--- config.mk ---
export PLATFORM = sky130hd
export DESIGN_NAME = fx_slide_sched
export DESIGN_NICKNAME = d
export VERILOG_FILES = /design/src/rtl/fx_slide_sched.sv
export SDC_FILE = /design/constraint.sdc
export NUM_CORES = 1
export LEC_CHECK = 0
export ABC_AREA = 0
export CAP_MARGIN = 20
export CELL_PAD_IN_SITES_DETAIL_PLACEMENT = 2
export CELL_PAD_IN_SITES_GLOBAL_PLACEMENT = 2
export CORE_MARGIN = 1.5
export CORE_UTILIZATION = 36
export CTS_CLUSTER_SIZE = 10
export DETAILED_ROUTE_END_ITERATION = 6
export HOLD_SLACK_MARGIN = 0.02
export PLACE_DENSITY_LB_ADDON = 0.1
export SETUP_SLACK_MARGIN = 0.2
export SLEW_MARGIN = 10
export SYNTH_ARGS = -nofsm -noshare
export SYNTH_HDL_FRONTEND = slang
export SYNTH_SLANG_ARGS = --single-unit
export TNS_END_PERCENT = 30
--- constraint.sdc ---
create_clock -name note_clk -period 4.35 [get_ports note_clk]
set_input_delay 0.6525 -clock note_clk [delete_from_list [all_inputs] [get_ports note_clk]]
set_output_delay 0.6525 -clock note_clk [all_outputs]
set_load 0.005 [all_outputs]
--- src/rtl/fx_slide_sched.sv ---
// Round-robin pitch-slide scheduler: one shared glide datapath serves four
// voice channels, one channel per note_clk tick.
module fx_slide_sched #(
   parameter int NCH     = 4,
   parameter int OFF_MAX = 63
) (
   input  logic        note_clk,
   input  logic        rst,
   input  logic [23:0] note_in,
   input  logic        cfg_we,
   input  logic [1:0]  cfg_ch,
   input  logic [1:0]  cfg_speed,
   input  logic        cfg_dir,
   input  logic        cfg_en,
   input  logic        cfg_retrig,
   output logic [23:0] note_out,
   output logic        out_valid,
   output logic [1:0]  out_ch,
   output logic        busy
);

   typedef enum logic {IDLE, RUN} state_t;

   state_t         state_q, state_d;
   logic [1:0]     ptr_q, ptr_d;
   logic [NCH-1:0] en_q;
   logic [NCH-1:0] dir_q;
   logic [1:0]     spd_q [NCH];
   logic [1:0]     cnt_q [NCH];
   logic [5:0]     off_q [NCH];

   logic           svc;
   logic           step;
   logic [5:0]     base;
   logic [5:0]     slid;
   logic [5:0]     off_nxt;

   always_comb begin
      base    = note_in[int'(ptr_q)*6 +: 6];
      step    = en_q[ptr_q] && (cnt_q[ptr_q] >= spd_q[ptr_q]);
      slid    = dir_q[ptr_q] ? (base + off_q[ptr_q]) : (base - off_q[ptr_q]);
      off_nxt = (off_q[ptr_q] == 6'(OFF_MAX)) ? off_q[ptr_q] : off_q[ptr_q] + 6'd1;
   end

   always_comb begin
      state_d = state_q;
      ptr_d   = ptr_q;
      svc     = 1'b0;
      case (state_q)
         IDLE: begin
            ptr_d = '0;
            if (|en_q) state_d = RUN;
         end
         RUN: begin
            svc   = 1'b1;
            ptr_d = ptr_q + 2'd1;
            if (ptr_q == 2'd3 && !(|en_q)) begin
               state_d = IDLE;
               ptr_d   = '0;
            end
         end
         default: state_d = IDLE;
      endcase
   end

   always_ff @(posedge note_clk or posedge rst) begin
      if (rst) begin
         state_q <= IDLE;
         ptr_q   <= '0;
      end else begin
         state_q <= state_d;
         ptr_q   <= ptr_d;
      end
   end

   assign busy = (state_q == RUN);

   always_ff @(posedge note_clk or posedge rst) begin
      if (rst) begin
         en_q      <= '0;
         dir_q     <= '0;
         note_out  <= '0;
         out_valid <= 1'b0;
         out_ch    <= '0;
         for (int unsigned i = 0; i < NCH; i++) begin
            spd_q[i] <= '0;
            cnt_q[i] <= '0;
            off_q[i] <= '0;
         end
      end else begin
         out_valid <= svc;
         if (svc) begin
            out_ch <= ptr_q;
            if (!en_q[ptr_q]) begin
               cnt_q[ptr_q] <= '0;
               off_q[ptr_q] <= '0;
               note_out[int'(ptr_q)*6 +: 6] <= base;
            end else if (step) begin
               cnt_q[ptr_q] <= '0;
               off_q[ptr_q] <= off_nxt;
               note_out[int'(ptr_q)*6 +: 6] <= slid;
            end else begin
               cnt_q[ptr_q] <= cnt_q[ptr_q] + 2'd1;
            end
         end
         // Config write follows the service so a same-edge retrig clear wins.
         if (cfg_we) begin
            spd_q[cfg_ch] <= cfg_speed;
            dir_q[cfg_ch] <= cfg_dir;
            en_q[cfg_ch]  <= cfg_en;
            if (cfg_retrig) begin
               cnt_q[cfg_ch] <= '0;
               off_q[cfg_ch] <= '0;
            end
         end
      end
   end

endmodule

==> run summary <==
The run finished with clean final reports. The data arrival time of the worst path came out at approximately 4000 ps. Of all nets on the critical path, the largest fanout is 35.

The post-cts repair resize count is 0. The core outline area is around 0.013 mm². Among all flip-flop cells after synthesis, the most frequent one is dfrtp_1. The number of flops mapped to enable cells by yosys came out at 0. The post-CTS setup-driven buffer insertion count came out at 0. The detailed placement HPWL came out at roughly 13000 µm.

For this run, the register share of the synthesized area comes to about 40%. The final-report setup violation count is 0. The floorplan step defined a die boundary enclosing between 0.01 and 0.015 mm².

The total CTS buffers came out at 9. The repair_antennas step left the layout with diodes totalling 0. The post-route worst setup slack came out at just under 700 ps. The top achievable clock speed is 272 MHz. The slowest stage of the critical path is the mux4_2 cell. The worst clock skew is between 8 and 9 ps. The utilization after layout came out at around 45%.

In this run the biggest area consumer among cell types represents roughly two fifths of the synthesized area. The vertical extent of the die is between 100 and 150 µm. The worst setup slack before clock tree synthesis came out at 713 ps. The quantity of hold-fixing buffers added after cts is 0. The peak per-stage delay on the critical path is about 670 ps.

The number of buffer and inverter stages on the critical path came out at 2. The mean instance size in the synthesized netlist came out at roughly 9.9 µm². For the pin with the worst max-slew slack, the measured transition is roughly 1100 ps. The share of flip-flops with an asynchronous set or reset came out at 100%. The CTS H-tree depth is 3. The post-route worst hold slack came out at a little under 500 ps. After global routing the overflow that remains totals 0. The class of the tightest hold or removal check is register to register. The data required time at the worst endpoint came out at between 4000 and 5000 ps.

Setup repair after global routing left no endpoint under its margin. The signal on the critical path passes through buf_4 -> mux4_2 -> ha_1 -> inv_1 -> fa_1 -> nor2b_1 -> o21ai_0 -> nor3b_1 -> o31ai_1 -> a21oi_1 -> o21ai_1. Dividing the detail-routed wire length by the instance count gives 23.0 µm. Counting instances in the post-synthesis netlist gives the leading cell types as dfrtp_1, nand2_1, nor2_1.

The count of nets left with antenna violations once routing finished came out at 0. The number of hold-slack violations in the final timing report is 0. The overall routing resource usage came out at approximately 25%. The normalized max-slew margin came out at around 28%. By area the synthesized netlist is led by dfrtp_1, mux4_2, mux2_2.

The number of nets in the synthesized netlist is around 550. The worst setup path is captured at a register. The post-route clock period utilization came out at 84.4%. The number of global-route vias before repair is 4787. For this design, the sink count on the clock tree is just under 80.

The width of the die is about 120 µm. The post-synthesis cell type count is 65. The pre-antenna-repair detailed-routing pass consisted of 5 iterations. The final period demand of the worst path came out at about 3700 ps. The number of buffers between clock root and the deepest sink is 2. The post-synthesis cell count is ~500. Summing every instance area after synthesis gives just under 0.005 mm². The initial antenna violation count is 0. The clock transition at the registers of the reported paths came out at approximately 60 ps.

STA classifies the critical path startpoint as a register. In this design, the largest share of critical-path delay is due to compound AO/OA/AOI/OAI gates. VDD sags by at most 0.263 mV. The number of max-slew violations in the final report was 0. Setup total negative slack on the finished layout was measured at 0 ps. 62 I/O pins were placed. The iteration-0 DRC count of the detailed router came out at approximately 230. In this run, synthesis produced a sequential element count of 78. The number of fill cells is 1437. dfrtp_1 is the most common cell in the netlist. The number of rows created at floorplan is 42. The effective utilization at floorplan came out at between 30 and 40%.

Across the run, the number of max-cap violations was 0. The fraction of layout cells with a size suffix above 1 is between 10% and 20%. The first global-routing pass estimated 27100 µm of wire.

The average vias per placed instance came out at approximately 5.8. The largest net degree at the start of global routing is 55. The total detailed-routing wirelength came out at 17000 µm.

The relative area change from synthesis to final layout is 22.5%. The CTS root buffer is clkbuf_16. The via total after detailed routing is roughly 4200.

The yosys synthesis warning count came out at 0. In the final design database the tool counted ~610 nets. The residual DRC count came out at 0. TritonCTS built the clock tree. The worst setup path is of the register to register kind. Summed over all cells, the static leakage comes to ~2.4 nW. The total power per unit cell area came out at approximately 820 mW/mm². The count of buffers from port buffering is 61. The synthesized design spends more area on one cell type than any other, namely dfrtp_1.

The completed layout was analyzed and its total power is 0.00497 W. The final weighted congestion in routability-driven placement came out at around 0.9. The worst-skew pair later-pin latency is roughly 350 ps.
==> worst reg2reg max path, delay by kind of cell, from the launching register on <==
family	cells	cell delay [ps]
AOI/OAI and AO/OA	4	780
adders and majority gates	2	470
buffers and inverters	2	570
DFF	1	550
muxes	1	680
and+or+nand+nor	2	500
==> worst paths after layout <==
path	start	to	slack (ps)	cells after the start
setup / recovery	ptr_q[0]	note_out[6]	680	11
hold / removal	note_out[10]	note_out[10]	480	2
setup reg to reg	ptr_q[0]	note_out[6]	680	11
hold reg to reg	note_out[10]	note_out[10]	480	2
max in group asynchronous	rst	ptr_q[0]	2910	3
min in group asynchronous	rst	note_out[3]	650	2
==> report_power, final <==
group	total [W]	switching [W]	internal [W]
Clock	0.000836	0.000329	0.000507
Combinational	0.00306	0.00190	0.00116
Sequential	0.00107	0.000154	0.000919
==> per-stage QoR <==
stage | instances | cell area, µm²
2_1_floorplan | 502 | 4950
3_3_place_gp | 721 | 5720
3_5_place_dp | 721 | 5720
4_1_cts | 737 | 6040
5_1_grt | 738 | 6060
6_report | 738 | 6060
==> metal layers <==
layer | GRT usage (%) | part of all wire, %
met5 | 0 | 0
met2 | 44.5 | 52
met1 | 31.0 | 44
met4 | 8.16 | 2.2
met3 | 2.92 | 2.4
==> cells in the final DEF, fill, tap and decap left out, types with 3 or more instances in the layout <==
cell	instances
a21oi_1	35
a221oi_1	3
a22oi_1	7
a31oi_1	5
buf_4	10
clkbuf_16	9
clkdlybuf4s50_1	61
dfrtp_1	77
ha_1	15
inv_1	15
mux2_2	25
mux2i_1	7
mux4_2	19
nand2_1	67
nand2b_1	5
nand3_1	26
nand3b_1	3
nor2_1	39
nor2b_1	5
nor3_1	10
nor4_1	3
o2111ai_1	3
o211ai_1	10
o21ai_0	8
o21ai_1	13
o221a_1	3
o31ai_1	11
o41ai_1	3
or3_1	3
xnor2_1	5
xor2_1	4
==> flip-flops by register name (all words and copies together) (netlist names) <==
name,flops
spd_q,8
cnt_q,8
dir_q,4
en_q,4
out_valid,1
busy,1
off_q,24
note_out,24
ptr_q,2
out_ch,2
==> layout make-up <==
| class | instances | area, µm² | area share [%] |
|---|---|---|---|
| repair buffers | 72 | 706 | 11.6 |
| clock inverters | 6 | 92.6 | 1.53 |
| clock buffers | 10 | 229 | 3.78 |
| multi-input cells | 379 | 2790 | 46.1 |
| inverters | 17 | 65.1 | 1.07 |
| flip-flops and latches | 78 | 1950 | 32.2 |
| well taps | 176 | 220 | 3.63 |
==> cells by family after synthesis <==
kind of cell    count (synthesis)  synth area share (%)
mux                            51                  15.8
xor+xnor                       11                  2.25
buf+inv                        45                  4.07
compound gates                119                  16.1
fa+ha+maj                      16                  4.20
flops                          78                  39.5
simple gates                  182                  18.1
No activity file was read; power rests on OpenSTA's default activity.
